### src/rtl/safe_pkg.sv
// safe_pkg: shared types, reset combination and button-decode helpers for the safecrack supervisor.
//   state_t            one-hot controller state (ARMED, AUTH, PROG, LOCKOUT)
//   digit_t            one combination digit (button index 0..2)
//   DEFAULT_CODE       reset combination, digit k at bits [2k+1:2k]
//   digit_from_onehot  button index of a one-hot button vector
//   is_onehot3         exactly one button pressed
package safe_pkg;
  typedef enum logic [3:0] {
    ARMED   = 4'b0001,
    AUTH    = 4'b0010,
    PROG    = 4'b0100,
    LOCKOUT = 4'b1000
  } state_t;
  typedef logic [1:0] digit_t;
  localparam logic [5:0] DEFAULT_CODE = 6'b10_01_00;
  function automatic digit_t digit_from_onehot(input logic [2:0] b);
    return b[2] ? 2'd2 : (b[1] ? 2'd1 : 2'd0);
  endfunction
  function automatic logic is_onehot3(input logic [2:0] b);
    return (b == 3'b001) || (b == 3'b010) || (b == 3'b100);
  endfunction
endpackage

### src/rtl/safe_timer.sv
// safe_timer: loadable down-counter that stops at zero.
//   clk, rstn  clock, asynchronous active-low reset (count cleared)
//   i_load     load i_value this cycle (overrides counting)
//   i_value    WIDTH-bit load value
//   o_zero     count is zero
module safe_timer #(
  parameter int WIDTH = 8
) (
  input  logic             clk,
  input  logic             rstn,
  input  logic             i_load,
  input  logic [WIDTH-1:0] i_value,
  output logic             o_zero
);
  logic [WIDTH-1:0] r_cnt;
  always_ff @(posedge clk or negedge rstn) begin
    if (!rstn) r_cnt <= '0;
    else if (i_load) r_cnt <= i_value;
    else if (r_cnt != '0) r_cnt <= r_cnt - WIDTH'(1);
  end
  assign o_zero = (r_cnt == '0);
endmodule

### src/rtl/safe_code_ctrl.sv
// safe_code_ctrl: supervisory controller owning the combination, failure count, lockout and code programming.
//   clk, rstn      clock, asynchronous active-low reset
//   i_btn_evt      per-button one-cycle press pulses
//   i_prog_req     request a programming session (honoured in AUTH)
//   i_chk_ok       checker reports correct combination
//   i_chk_fail     checker reports wrong digit
//   o_chk_en       checker may accept digits (ARMED)
//   o_code         active combination, digit 0 in the low bits
//   o_locked       lockout in progress
//   o_prog_active  AUTH or PROG in progress
//   o_prog_done    one-cycle pulse when a new code is committed
//   o_fail_cnt     consecutive failure count
// Build option SAFE_LOCK_ESCALATE_EN: each lockout doubles in length (up to 4x), reset by a good code.
module safe_code_ctrl
  import safe_pkg::*;
#(
  parameter int                      CODE_LEN     = 3,
  parameter int                      MAX_FAILS    = 3,
  parameter int                      LOCK_CYCLES  = 500_000_000,
  parameter int                      PROG_TIMEOUT = 500_000_000,
  parameter logic [2*CODE_LEN-1:0]   DEFAULT_CODE = safe_pkg::DEFAULT_CODE
) (
  input  logic                           clk,
  input  logic                           rstn,
  input  logic [2:0]                     i_btn_evt,
  input  logic                           i_prog_req,
  input  logic                           i_chk_ok,
  input  logic                           i_chk_fail,
  output logic                           o_chk_en,
  output logic [2*CODE_LEN-1:0]          o_code,
  output logic                           o_locked,
  output logic                           o_prog_active,
  output logic                           o_prog_done,
  output logic [$clog2(MAX_FAILS+1)-1:0] o_fail_cnt
);
  localparam int FW = $clog2(MAX_FAILS + 1);
  localparam int IW = (CODE_LEN > 1) ? $clog2(CODE_LEN) : 1;
`ifdef SAFE_LOCK_ESCALATE_EN
  localparam longint LOCK_MAX = 4 * longint'(LOCK_CYCLES);
`else
  localparam longint LOCK_MAX = longint'(LOCK_CYCLES);
`endif
  localparam longint T_MAX = (LOCK_MAX > longint'(PROG_TIMEOUT)) ? LOCK_MAX : longint'(PROG_TIMEOUT);
  localparam int TW = (T_MAX < 2) ? 1 : $clog2(T_MAX);

  state_t                  r_state, w_next;
  logic [FW-1:0]           r_fail, w_fail_nxt, w_fail_inc;
  logic [IW-1:0]           r_idx, w_idx_nxt;
  digit_t [CODE_LEN-1:0]   r_shadow, w_shadow_nxt;
  logic [2*CODE_LEN-1:0]   r_code, w_code_nxt;
  logic                    r_done, w_done_nxt;
  logic                    w_tload, w_tzero;
  logic [TW-1:0]           w_tval, w_lock_val;
`ifdef SAFE_LOCK_ESCALATE_EN
  logic [1:0]              r_lvl, w_lvl_nxt;
  // Length uses the level held at entry; the level bumps on the same edge.
  assign w_lock_val = TW'((longint'(LOCK_CYCLES) << r_lvl) - longint'(1));
`else
  assign w_lock_val = TW'(LOCK_CYCLES - 1);
`endif
  assign w_fail_inc = r_fail + FW'(1);

  safe_timer #(.WIDTH(TW)) u_timer (
    .clk     (clk),
    .rstn    (rstn),
    .i_load  (w_tload),
    .i_value (w_tval),
    .o_zero  (w_tzero)
  );

  always_ff @(posedge clk or negedge rstn) begin
    if (!rstn) begin
      r_state  <= ARMED;
      r_fail   <= '0;
      r_idx    <= '0;
      r_shadow <= '0;
      r_code   <= DEFAULT_CODE;
      r_done   <= 1'b0;
`ifdef SAFE_LOCK_ESCALATE_EN
      r_lvl    <= 2'd0;
`endif
    end else begin
      r_state  <= w_next;
      r_fail   <= w_fail_nxt;
      r_idx    <= w_idx_nxt;
      r_shadow <= w_shadow_nxt;
      r_code   <= w_code_nxt;
      r_done   <= w_done_nxt;
`ifdef SAFE_LOCK_ESCALATE_EN
      r_lvl    <= w_lvl_nxt;
`endif
    end
  end

  always_comb begin
    w_next       = r_state;
    w_tload      = 1'b0;
    w_tval       = '0;
    w_fail_nxt   = r_fail;
    w_idx_nxt    = r_idx;
    w_shadow_nxt = r_shadow;
    w_code_nxt   = r_code;
    w_done_nxt   = 1'b0;
`ifdef SAFE_LOCK_ESCALATE_EN
    w_lvl_nxt    = r_lvl;
`endif
    case (r_state)
      ARMED: begin
        // A simultaneous ok/fail pair counts as a failure only.
        if (i_chk_fail) begin
          w_fail_nxt = w_fail_inc;
          if (w_fail_inc == FW'(MAX_FAILS)) begin
            w_next  = LOCKOUT;
            w_tload = 1'b1;
            w_tval  = w_lock_val;
`ifdef SAFE_LOCK_ESCALATE_EN
            w_lvl_nxt = (r_lvl == 2'd2) ? 2'd2 : r_lvl + 2'd1;
`endif
          end
        end else if (i_chk_ok) begin
          w_fail_nxt = '0;
          w_next     = AUTH;
          w_tload    = 1'b1;
          w_tval     = TW'(PROG_TIMEOUT - 1);
`ifdef SAFE_LOCK_ESCALATE_EN
          w_lvl_nxt  = 2'd0;
`endif
        end
      end
      AUTH: begin
        if (i_prog_req) begin
          w_next    = PROG;
          w_idx_nxt = '0;
          w_tload   = 1'b1;
          w_tval    = TW'(PROG_TIMEOUT - 1);
        end else if (w_tzero) begin
          w_next = ARMED;
        end
      end
      PROG: begin
        if (is_onehot3(i_btn_evt)) begin
          w_shadow_nxt[r_idx] = digit_from_onehot(i_btn_evt);
          if (r_idx == IW'(CODE_LEN - 1)) begin
            w_code_nxt = w_shadow_nxt;
            w_done_nxt = 1'b1;
            w_next     = ARMED;
          end else begin
            w_idx_nxt = r_idx + IW'(1);
            w_tload   = 1'b1;
            w_tval    = TW'(PROG_TIMEOUT - 1);
          end
        end else if (w_tzero) begin
          w_next = ARMED;
        end
      end
      LOCKOUT: begin
        if (w_tzero) begin
          w_next     = ARMED;
          w_fail_nxt = '0;
        end
      end
      default: w_next = ARMED;
    endcase
  end

  always_comb begin
    o_chk_en      = (r_state == ARMED);
    o_locked      = (r_state == LOCKOUT);
    o_prog_active = (r_state == AUTH) || (r_state == PROG);
    o_prog_done   = r_done;
    o_code        = r_code;
    o_fail_cnt    = r_fail;
  end
endmodule

### config.mk
export PLATFORM = sky130hd
export DESIGN_NAME = safe_code_ctrl
export DESIGN_NICKNAME = d
export VERILOG_FILES = /design/src/rtl/safe_pkg.sv /design/src/rtl/safe_timer.sv /design/src/rtl/safe_code_ctrl.sv
export SDC_FILE = /design/constraint.sdc
export NUM_CORES = 1
export LEC_CHECK = 0
export BUFFER_PORTS_ARGS = -buffer_cell sky130_fd_sc_hd__buf_4
export CAP_MARGIN = 20
export CORE_MARGIN = 3
export CORE_UTILIZATION = 41
export CTS_BUF_LIST = sky130_fd_sc_hd__clkbuf_8 sky130_fd_sc_hd__clkbuf_16
export DETAILED_ROUTE_END_ITERATION = 12
export HOLD_SLACK_MARGIN = 0.06
export PLACE_DENSITY = 0.67
export SYNTH_ARGS = -nofsm -noshare
export SYNTH_HDL_FRONTEND = slang
export SYNTH_SLANG_ARGS = --single-unit
### constraint.sdc
create_clock -name clk -period 6.05 [get_ports clk]
set_clock_uncertainty 0.05 [all_clocks]
set_input_delay 1.21 -clock clk [delete_from_list [all_inputs] [get_ports clk]]
set_output_delay 1.21 -clock clk [all_outputs]
set_load 0.005 [all_outputs]
# Word-level counts from Yosys, hierarchy flattened

Cells that the tools add are included.

Add/subtract/negate cells: 3
Order comparisons: 2
Equality and inequality tests: 16
Muxes and demuxes: 40
Reductions and logical operators: 14

Operator list:

| operator                                                             | count |
|---|---|
| 29-bit two-way mux                                                   | 8 |
| 29-bit case mux with 3 select lines                                  | 1 |
| 29-bit logical NOT                                                   | 1 |
| 29-bit nonzero test                                                  | 1 |
| 29-bit by 1-bit subtractor with 29-bit output, second input constant | 1 |
| 4-bit two-way mux                                                    | 7 |
| 2-bit two-way mux                                                    | 8 |
| 4-bit case mux with 4 select lines                                   | 1 |
| 1-bit two-way mux                                                    | 10 |
| 3-bit AND reduction                                                  | 3 |
| 2-bit case mux with 2 select lines                                   | 2 |
| 6-bit bitwise mux                                                    | 1 |
| 2-bit inequality test, second input constant                         | 3 |
| 3-bit inequality test, second input constant                         | 2 |
| 2-bit nonzero test                                                   | 3 |
| 2-bit by 1-bit adder with 2-bit output, second input constant        | 2 |
| 2-bit demux with 2-bit select                                        | 1 |
| 2-bit == test, second input constant                                 | 2 |
| 4-bit by 1-bit == test with 1-bit output, second input constant      | 1 |
| 4-bit by 2-bit == test with 1-bit output, second input constant      | 1 |
| 4-bit by 3-bit == test with 1-bit output, second input constant      | 1 |
| 4-bit == test, second input constant                                 | 1 |
| 4-bit AND reduction                                                  | 1 |
| 3-bit by 1-bit == test with 1-bit output, second input constant      | 1 |
| 10 further kinds                                                     | 12 |

Register bits after elaboration: 50
Input bits: 8
Output and inout port bits: 12
Logic and storage cells: 84

# Longest topological paths before layout

Gate-level depths: netlist (run 1).

Word-level depth: 6
Mapped depth: 9

# By module

Synthesis (run 1) repeated with hierarchy kept, for this count alone.

Cells, all modules: 304
Area, all modules: 2857.7 µm²

By module, submodules not included:

| module         | instances | cells an instance | area each (µm²) | sequential area each (µm²) |
|---|---|---|---|---|
| safe_timer     | 1         | 200               | 1762.9          | 725.7 |
| safe_code_ctrl | 1         | 104               | 1094.8          | 479.2 |

# Least setup slack after synthesis (run 1)

Ideal clock, no wire load.

Path type: input to register
Start: input port i_btn_evt[2]
End: register u_timer.r_cnt[2]
Library setup time: 0.149 ns
Data arrival time: 2.580 ns
Path slack: 3.271 ns
Stages on the path: 7
Buffers on the path: 2
Cell sequence: clkbuf_1 > xor2_1 > o211ai_1 > o32a_1 > and2_1 > clkbuf_1 > o211ai_1

Longest elaborated chain between the ends: 6
Elaborated cells on any way between the ends: 11

Ends and longest elaborated chain:

| what                                                                                                 | line                  | text |
|---|---|---|
| start, declared                                                                                      | safe_code_ctrl.sv:25  | `input logic [2:0] i_btn_evt,` |
| 3-bit by 1-bit == test with 1-bit output or 3-bit by 2-bit == test with 1-bit output (tied branches) | safe_pkg.sv:20        | `return (b == 3'b001) \|\| (b == 3'b010) \|\| (b == 3'b100);` |
| 1-bit logical OR                                                                                     | safe_pkg.sv:20        |  |
| 1-bit logical OR *                                                                                   | safe_pkg.sv:20        |  |
| 29-bit two-way mux or 1-bit two-way mux (tied branches)                                              | safe_code_ctrl.sv:141 | `if (is_onehot3(i_btn_evt)) begin` |
| 29-bit case mux with 3 select lines or 1-bit case mux with 3 select lines (tied branches)            | safe_code_ctrl.sv:107 | `case (r_state)` |
| 29-bit two-way mux or 2-bit nonzero test (tied branches)                                             | --                    |  |
| end signal, assigned                                                                                 | safe_timer.sv:18      | `else if (i_load) r_cnt <= i_value;` |
| end signal, assigned                                                                                 | safe_timer.sv:19      | `else if (r_cnt != '0) r_cnt <= r_cnt - WIDTH'(1);` |
| end, declared                                                                                        | safe_timer.sv:15      | `logic [WIDTH-1:0] r_cnt;` |

Mark *: on every way between the ends. The rest lies on a longest branch, timed or not.
A chain may end at the register's enable or synchronous reset.

# Worst setup path in the final report (run 1)

Start: register r_state[1]
End: output port o_locked

Longest elaborated chain between the ends: 1

Ends and longest elaborated chain:

| what                   | line                  | text |
|---|---|---|
| start, declared        | safe_code_ctrl.sv:46  | `state_t r_state, w_next;` |
| start signal, assigned | safe_code_ctrl.sv:83  | `r_state <= w_next;` |
| 4-bit == test          | safe_code_ctrl.sv:168 | `o_locked = (r_state == LOCKOUT);` |
| end, declared          | safe_code_ctrl.sv:31  | `output logic o_locked,` |

No other way between the ends.

==> results of run 1 <==
[flip-flops by register name, summed over array words and instances (netlist names)]
register       cells
r_idx              2
r_shadow           4
u_timer.r_cnt     29
o_code             6
r_state            4
o_fail_cnt         2
o_prog_done        1
[report_power, final]
part	total (mW)	internal [mW]	switching [mW]
sequential	0.396	0.358	0.0373
clock	0.192	0.0900	0.102
combinational	0.216	0.0913	0.124
total	0.803	0.540	0.264
[synthesized netlist by cell type (2+ instances only)]
cell type,n
nor4b_1,2
a31oi_1,2
clkbuf_1,8
buf_2,2
nor4_1,6
nand3b_1,5
xnor2_1,6
nor3_1,10
mux2_2,6
dfrtp_1,45
nor2_1,8
o31ai_1,10
dfstp_2,3
a21oi_1,8
or4_4,4
ha_1,5
or4_1,11
o41ai_1,2
o21a_1,3
xor2_1,4
or3_1,12
or2_2,6
o211ai_1,9
nand2b_1,2
mux2i_1,4
inv_1,11
o21ai_0,17
nand2_1,26
nand3_1,5
[area by class of cell]
class	count	area (µm²)
fillers	562	3150
multi-input cells	188	1260
flip-flops and latches	48	1200
repair buffers	19	143
well taps	75	93.8
clock buffers	6	82.6
inverters	11	41.3
clock inverters	2	7.51
[metrics by stage]
step	worst slack [ns]	instances	instance area, µm²	power, mW
after floorplan	3.27	259	2570	0.547
after global placement	2.95	341	2750	0.613
after detailed placement	2.90	341	2750	0.618
after CTS	2.98	349	2840	0.814
after global routing	2.84	349	2840	0.862
final	3.02	349	2840	0.803
[worst min-delay path, cell delays in order, from the launching register on]
cell and delay [ns]:
dfstp_2 0.37, nand2_1 0.05, nand2_1 0.05
[worst max-delay path by stage]
stage | start | end | slack (ns) | depth (start not counted)
after detailed placement | i_btn_evt[2] | u_timer.r_cnt[2] | 2.90 | 6
after global placement | i_btn_evt[2] | u_timer.r_cnt[2] | 2.95 | 6
after global routing | r_state[1] | o_locked | 2.84 | 2
after floorplan | i_btn_evt[2] | u_timer.r_cnt[2] | 3.27 | 7
after CTS | r_state[1] | o_locked | 2.98 | 2
final | r_state[1] | o_locked | 3.02 | 2
[routing by layer]
metal	vias up	wire, µm	GRT usage [%]
li1	988	-	-
met1	921	2420	21.5
met4	0	64	5.18
met2	21	2230	21.5
met3	5	128	3.20
met5	-	0	0
[logic make-up (layout without fill, tap and decap cells)]
kind of cell,after synthesis,in the layout,share of synthesized area (%)
AOI/OAI and AO/OA,60,60,16.1
xor gates and xnor gates,10,10,3.41
DFF,48,48,46.9
muxes,10,10,4.19
and+or+nand+nor,103,103,23.0
adders and majority gates,5,5,2.44
buffers and inverters,23,38,3.90
==> flow_summary.toml, run 1 <==
[outcome]
outcome = "complete, no violations"

[clock_tree]
clockBufferDepth = 2
cts_resized = 0
cts_setup_buffers = 0
cts_sinks = 48
cts_buffers = 5
clock_tree.root_cell = "clkbuf_8"
clk_pin_slew_worst_paths_ns = 0.08
ctsHoldBuffers = 0
htree_levels = 2
clkLatencyLatePin_ns = 0.30
tritoncts = "done"

[yosys]
ys_types = 46
ys.warnings.count = 0
synth_area_leader_cell = "dfrtp_1"
synthCells = 259
yosysSeqAreaShare_pct = 46.9
syn_avg_cell_area_um2 = 9.92
synthesis.nets = 272
synth_area_leaders = "dfrtp_1 (44%), nand2_1 (3.8%), o21ai_0 (3.3%), or4_1 (3.2%), dfstp_2 (3.1%)"
async_reset_ff_share_pct = 100
ys.flop_type = "dfrtp_1"
synth_top_area_share_pct = 43.8
syn_area_um2 = 2570
yosys_register_bits = 48
synth-edff-count = 0

[floorplan]
dieWidth_um = 85.2
io_pins = 20
coreArea_um2 = 5990
initial_core_util_pct = 42.9
rows = 28
die_area_um2 = 7250
chipHeight_um = 85.2

[critical_path]
r2r-start = "u_timer.r_cnt[8]"
reg2reg_to = "u_timer.r_cnt[5]"
cp-start-kind = "register"
r2r_cells = 5
cp_slowest_cell = "nor4b_1"
cp_cell_sequence = "nor4b_1 -> buf_4"
worst-endpoint-required_ns = 4.79
worstPathMaxFanout = 6
worstPathArrival_ns = 1.77
criticalPathCategory = "reg -> out"
cp_num_buf_inv = 1
endpoint_kind = "output port"
cp_top_family = "simple AND/OR/NAND/NOR gates"
rrSetupSlack_ns = 3.27
critical-path-max-stage-delay_ns = 0.80

[grt]
antenna_found_initial = 0
grt_util_all_layers_pct = 14.7
grt_pass1_vias = 1857
grt_max_degree = 49
grt_pass1_wl_um = 8680
grt_overflow = 0

[placement]
dp_hpwl_um = 3420
place_congestion = 0.773
port_buffers = 19

[min_path]
hold_path_depth = 2
hold_start = "o_code[5]"
min_to = "o_code[5]"
hp-class = "reg -> reg"

[timing]
finalSetupViolCount = 0
period_needed_ns = 3.03
maxSlewViolCount = 0
fmaxAchievable_mhz = 330
slew-limit-headroom_pct = 39.0
finalCritPeriodShare_pct = 50.2
hold_ws_ns = 0.413
grt_setup_unrepaired = "false"
finalHoldViolations = 0
tightest_slew_ns = 0.902
setup_tns_ns = 0

[detailed_routing]
viasPerCell = 5.54
wl_per_cell_um = 13.9
wl_um = 4840
vias = 1935
drc = 0
drt_iter0_drc = 121
first_pass_iters = 4
ant_nets = 0

[power]
power_density_nw_per_um2 = 283
vdd_ir_drop_max_uv = 137
leakagePower_nw = 1.09

[finish]
drive_gt1_share_pct = 17.2
utilization_pct = 47.3
antennaDiodeCount = 0
syn_to_final_growth_pct = 10.4
layout_common_cells = "dfrtp_1 (45), nand2_1 (26), buf_4 (19), o21ai_0 (17), inv_1 (13)"
final_common_cell = "dfrtp_1"
num-nets-final = 286

[run]
maxCapViolCount = 0
Power figures use the tool's default switching activity.
==> inputs of run 2 (changes only) <==
--- a/config.mk
+++ b/config.mk
@@ -5,6 +5,7 @@
 export SDC_FILE = /design/constraint.sdc
 export NUM_CORES = 1
 export LEC_CHECK = 0
+export ABC_AREA = 1
 export BUFFER_PORTS_ARGS = -buffer_cell sky130_fd_sc_hd__buf_4
 export CAP_MARGIN = 20
 export CORE_MARGIN = 3
@@ -12,7 +13,7 @@
 export CTS_BUF_LIST = sky130_fd_sc_hd__clkbuf_8 sky130_fd_sc_hd__clkbuf_16
 export DETAILED_ROUTE_END_ITERATION = 12
 export HOLD_SLACK_MARGIN = 0.06
-export PLACE_DENSITY = 0.67
+export PLACE_DENSITY = 0.69
 export SYNTH_ARGS = -nofsm -noshare
 export SYNTH_HDL_FRONTEND = slang
 export SYNTH_SLANG_ARGS = --single-unit
==> constraint.sdc (replaced) <==
create_clock -name clk -period 2.57 [get_ports clk]
set_clock_uncertainty 0.05 [all_clocks]
set_input_delay 0.514 -clock clk [delete_from_list [all_inputs] [get_ports clk]]
set_output_delay 0.514 -clock clk [all_outputs]
set_load 0.005 [all_outputs]
==> run 2 against run 1 <==
Die area is 17% higher. Critical path type is now reg -> reg. Routed wire length up 46%. Synthesized area is 19% higher. Hold slack worse by 0.25 ns. Highest routed layer unchanged.
==> flow_summary.toml, run 2 <==
[yosys]
yosysMostFrequentCell = "nand2_1"
synthCells = 428
async_reset_ff_share_pct = 100
synth-edff-count = 0
ys_types = 30
ys.warnings.count = 0
synth_top_family_by_area = "simple AND/OR/NAND/NOR gates"
synth_top_area_share_pct = 37.0
synth-compound-area-share_pct = 6.74
yosys_register_bits = 48
synthXorXnorAreaFrac_pct = 2.30
synth_adder_area_share_pct = 2.06
synth_mux_area_share_pct = 0
yosysSeqAreaShare_pct = 39.6
syn_area_um2 = 3040
synthTopCellsByCount = "nand2_1 (117), nor2_1 (70), inv_1 (53)"
synthesis.nets = 441
synth_area_leader_cell = "dfrtp_1"
synth-simple-area-share_pct = 40.4
syn_avg_cell_area_um2 = 7.11
ys.flop_type = "dfrtp_1"
synth_area_leaders = "dfrtp_1 (37%), nand2_1 (14%), nor2_1 (8.6%), inv_1 (6.5%), nand3_1 (4.9%)"

[floorplan]
coreArea_um2 = 6980
die_area_um2 = 8490
dieWidth_um = 92.2
initial_core_util_pct = 43.6
chipHeight_um = 92.2
rows = 30
io_pins = 20

[finish]
layout_common_cells = "nand2_1 (117), nor2_1 (70), inv_1 (53), dfrtp_1 (45), nand3_1 (30)"
syn_to_final_growth_pct = 11.2
drive_gt1_share_pct = 15.7
num-nets-final = 463
largest-register = "u_timer.r_cnt"
largest_reg_flops = 29
finalInstanceArea_um2 = 3390
antennaDiodeCount = 0
nFillCells = 742
final_common_cell = "nand2_1"

[critical_path]
worstPathArrival_ns = 2.10
cp_slowest_cell = "dfrtp_1"
worst-endpoint-required_ns = 2.71
cp-start-kind = "register"
critical-path-max-stage-delay_ns = 0.39
worstPathMaxFanout = 11
cp_num_buf_inv = 1
endpoint_kind = "register"
cp_cell_sequence = "inv_1 -> ha_1 -> nand2_1 -> nor2_4 -> nand3_1 -> o21ai_1 -> nand2_1"
crit_top_cell = "nand2_1"
criticalPathCategory = "reg -> reg"
cp_top_family = "simple AND/OR/NAND/NOR gates"

[clock_tree]
tritoncts = "done"
cts_resized = 0
clock_tree.root_cell = "clkbuf_8"
clockBufferDepth = 2
clkLatencyLatePin_ns = 0.30
cts_sinks = 48
ctsHoldBuffers = 0
cts_setup_buffers = 0
cts_buffers = 5
htree_levels = 2
clk_pin_slew_worst_paths_ns = 0.09

[placement]
place_congestion = 0.916
port_buffers = 19
dpl-instance-area_um2 = 3270
dp_hpwl_um = 5490

[detailed_routing]
drc = 0
viasPerCell = 4.94
vias = 2701
drt_iter0_drc = 163
wl_um = 7070
first_pass_iters = 4
wl_per_cell_um = 12.9
ant_nets = 0

[power]
vdd_ir_drop_max_uv = 512
power_density_nw_per_um2 = 675
leakagePower_nw = 1.67

[timing]
setup_tns_ns = 0
maxSlewViolCount = 0
slew-limit-headroom_pct = 58.8
tightest_slew_ns = 0.618
finalHoldViolations = 0
period_needed_ns = 1.96
finalCritPeriodShare_pct = 76.1
grt_setup_unrepaired = "false"
fmaxAchievable_mhz = 511
finalSetupViolCount = 0

[grt]
grt_max_degree = 49
grt_util_all_layers_pct = 17.9
antenna_found_initial = 0
grt_overflow = 0
grt_pass1_vias = 2560
grt_pass1_wl_um = 12200

[outcome]
outcome = "complete, no violations"

[min_path]
hp-class = "in -> async"

[run]
maxCapViolCount = 0
## run 2: changes by cell type after synthesis, sizes merged, moves of 6 or more
cell | before | now
nor4 | 6 | 0
nor2 | 8 | 83
mux2 | 6 | 0
or3 | 12 | 0
or4 | 15 | 0
inv | 11 | 62
clkbuf | 8 | 0
nand2 | 26 | 124
o21ai | 18 | 25
o31ai | 11 | 0
nand4 | 1 | 9
o211ai | 9 | 1
nand3 | 5 | 35
## run 2: stage by stage
step           util (%)  hold slack [ns]  std cells  power, mW  worst slack, ns
3_5_place_dp       46.9            0.415        539       1.75            0.627
4_1_cts            48.5            0.195        547       2.31            0.609
2_1_floorplan         -            0.168        428       1.55            0.940
6_report           48.5            0.167        547       2.29            0.614
5_1_grt            48.5            0.208        547       2.46            0.451
3_3_place_gp       46.9            0.414        539       1.73            0.698
## run 2: where the power goes
| group | internal [mW] | switching, mW | total, mW | leakage (nW) |
|---|---|---|---|---|
| sequential | 0.869 | 0.0871 | 0.957 | 0.547 |
| combinational | 0.277 | 0.495 | 0.772 | 1.07 |
| clock | 0.288 | 0.269 | 0.558 | 0.0541 |
## run 2: metal layers
metal	up-vias	share of wire [%]	track usage, %
met5	-	0	0
met2	66	45	28.9
li1	1385	-	-
met4	0	1.9	5.32
met3	12	4.4	3.12
met1	1238	48	24.7
## run 2: logic make-up (layout without fill, tap and decap cells)
group,after synthesis,in the layout
and+or+nand+nor,261,261
buffers and inverters,66,89
xor gates and xnor gates,8,8
DFF,48,48
AOI/OAI and AO/OA,40,40
adders and majority gates,5,5
## run 2: final cells by class
class / instances / area (µm²) / share of cell area, %
Sequential cell: 48 / 1200 / 35.6
Inverter: 62 / 238 / 7.02
Clock inverter: 3 / 42.5 / 1.26
Clock buffer: 5 / 68.8 / 2.03
Timing Repair Buffer: 19 / 143 / 4.21
Tap cell: 96 / 120 / 3.55
Multi-Input combinational cell: 314 / 1570 / 46.3
## run 2: path summary, 6_finish.rpt
path | startpoint | endpoint | slack (ns) | cells after the start
worst max-delay path | u_timer.r_cnt[0] | u_timer.r_cnt[1] | 0.61 | 7
worst min-delay path | rstn | u_timer.r_cnt[6] | 0.17 | 1
worst max register to register | u_timer.r_cnt[0] | u_timer.r_cnt[1] | 0.61 | 7
worst min register to register | r_shadow[2] | r_shadow[2] | 0.44 | 2
max in group asynchronous | rstn | u_timer.r_cnt[16] | 1.88 | 1
min in group clk | i_btn_evt[2] | o_code[5] | 0.41 | 3
==> inputs of run 3 (changes only) <==
--- a/config.mk
+++ b/config.mk
@@ -13,7 +13,7 @@
 export CTS_BUF_LIST = sky130_fd_sc_hd__clkbuf_8 sky130_fd_sc_hd__clkbuf_16
 export DETAILED_ROUTE_END_ITERATION = 12
 export HOLD_SLACK_MARGIN = 0.06
-export PLACE_DENSITY = 0.69
+export PLACE_DENSITY = 0.67
 export SYNTH_ARGS = -nofsm -noshare
 export SYNTH_HDL_FRONTEND = slang
 export SYNTH_SLANG_ARGS = --single-unit
==> constraint.sdc (replaced) <==
create_clock -name clk -period 1.9 [get_ports clk]
set_clock_uncertainty 0.05 [all_clocks]
set_input_delay 0.38 -clock clk [delete_from_list [all_inputs] [get_ports clk]]
set_output_delay 0.38 -clock clk [all_outputs]
set_load 0.005 [all_outputs]
==> run 3 against run 2 <==
Sequential power increased by 36%. Clock power increased by 38%. Sequential share of layout area decreased by 0.67 points. Largest cell class unchanged. Sequential cell count unchanged. Register-to-register slack got worse by 0.43 ns. Combinational power increased by 37%. Via count increased by 0.48%. Global-route usage decreased by 0.16 points.
==> flow_summary.toml, run 3 (same netlist as run 2, synthesis figures left out) <==
[critical_path]
cp_slowest_cell = "dfstp_2"
reg2reg_to = "u_timer.r_cnt[14]"
critical-path-max-stage-delay_ns = 0.59
worstPathArrival_ns = 1.39
cp-start-kind = "register"
r2r_cells = 11
crit_top_cell = "nand2_1"
cp_cell_sequence = "inv_2 -> nand2_1 -> nor2_4 -> inv_1 -> nand2_1 -> buf_4"
criticalPathCategory = "reg -> out"
worst-endpoint-required_ns = 1.47
rrSetupSlack_ns = 0.18
endpoint_kind = "output port"
r2r-start = "u_timer.r_cnt[0]"
worstPathMaxFanout = 4

[finish]
largest-register = "u_timer.r_cnt"
num-nets-final = 470
utilization_pct = 49.5
layout_common_cells = "nand2_1 (117), nor2_1 (70), inv_1 (53), dfrtp_1 (44), nand3_1 (29)"
final_cells = 554
multi_input_area_um2 = 1580
drive_gt1_share_pct = 17.7
antennaDiodeCount = 0
final_common_cell = "nand2_1"
final-seq-area_um2 = 1210
nFillCells = 726
largest_reg_flops = 29
syn_to_final_growth_pct = 13.5

[floorplan]
chipHeight_um = 92.2
io_pins = 20
rows = 30
coreArea_um2 = 6980
die_area_um2 = 8490
initial_core_util_pct = 43.6
dieWidth_um = 92.2

[timing]
finalCritPeriodShare_pct = 95.8
maxSlewViolCount = 0
finalSetupViolCount = 0
hold_ws_ns = 0.0338
tightest_slew_ns = 0.612
fmaxAchievable_mhz = 550
finalHoldViolations = 0
period_needed_ns = 1.82
slew-limit-headroom_pct = 59.2

[grt]
grt_util_all_layers_pct = 17.8
grt_pass1_wl_um = 12300
antenna_found_initial = 0
grt_max_degree = 49
grt_pass1_vias = 2737
grt_overflow = 0

[min_path]
hp-class = "in -> async"

[detailed_routing]
wl_um = 6810
wl_per_cell_um = 12.3
viasPerCell = 4.90
first_pass_iters = 4
vias = 2714
drt_iter0_drc = 145
drc = 0
ant_nets = 0

[power]
finalPower_mw = 3.13
leakagePower_nw = 1.71
vdd_ir_drop_max_uv = 573
power_density_nw_per_um2 = 906

[run]
maxCapViolCount = 0

[clock_tree]
cts_buffers = 5
clk_pin_slew_worst_paths_ns = 0.10
clkLatencyLatePin_ns = 0.30
clock_tree.root_cell = "clkbuf_8"
cts_sinks = 48
tritoncts = "done"
clockBufferDepth = 2
htree_levels = 2

[outcome]
outcome = "complete, no violations"

[placement]
place_congestion = 1.01
port_buffers = 19
placed_cells = 544
dp_hpwl_um = 5180
run 3: final cells by class:
| cell class | count | area share [%] |
|---|---|---|
| multi-input combinational | 314 | 45.6 |
| sequential | 48 | 34.9 |
| inverter | 62 | 6.95 |
| timing repair buffer | 26 | 5.65 |
| tap | 96 | 3.48 |
| clock buffer | 5 | 1.99 |
| clock inverter | 3 | 1.38 |
run 3: worst max path at each step:
stage	cells after the start	startpoint	slack [ns]	to
after floorplan	11	u_timer.r_cnt[0]	0.27	u_timer.r_cnt[13]
after global placement	11	u_timer.r_cnt[0]	0.09	u_timer.r_cnt[16]
after detailed placement	7	u_timer.r_cnt[0]	0.07	u_timer.r_cnt[1]
after CTS	7	u_timer.r_cnt[0]	0.05	u_timer.r_cnt[1]
after global routing	6	r_state[0]	-0.0001	o_prog_active
final	6	r_state[0]	0.08	o_prog_active
run 3: through the flow:
| stage | setup TNS [ns] | cell area [µm²] | setup slack (ns) |
|---|---|---|---|
| after floorplan | 0 | 3040 | 0.270 |
| after global routing | -0.000139 | 3450 | -0.000139 |
| final | 0 | 3450 | 0.0807 |
| after detailed placement | 0 | 3310 | 0.0683 |
| after CTS | 0 | 3430 | 0.0502 |
| after global placement | 0 | 3310 | 0.0874 |
run 3: what timing repair did:
action                                 in CTS  in global routing
gates resized for setup                     0                  5
setup buffers                               0                  2
setup endpoints to repair                   0                 23
endpoints found under the hold margin       0                  0
hold buffers                                0                  0
run 3: where the power goes:
part	leakage, nW	switching (mW)	internal, mW
logic	1.10	0.667	0.393
registers	0.545	0.123	1.18
clock network	0.0583	0.374	0.397
total	1.71	1.16	1.97
run 3: worst max-delay path: cells and delay by family, from the launching register on:
family,cells,cell delay (ns)
buffers and inverters,3,0.27
DFF,1,0.59
and+or+nand+nor,3,0.23
run 3: routing by layer:
layer | track usage (%) | vias up | share of wire, %
li1 | - | 1396 | -
met1 | 23.5 | 1256 | 46
met2 | 30.2 | 56 | 47
met3 | 2.79 | 6 | 5.0
met4 | 4.95 | 0 | 1.4
met5 | 0 | - | 0
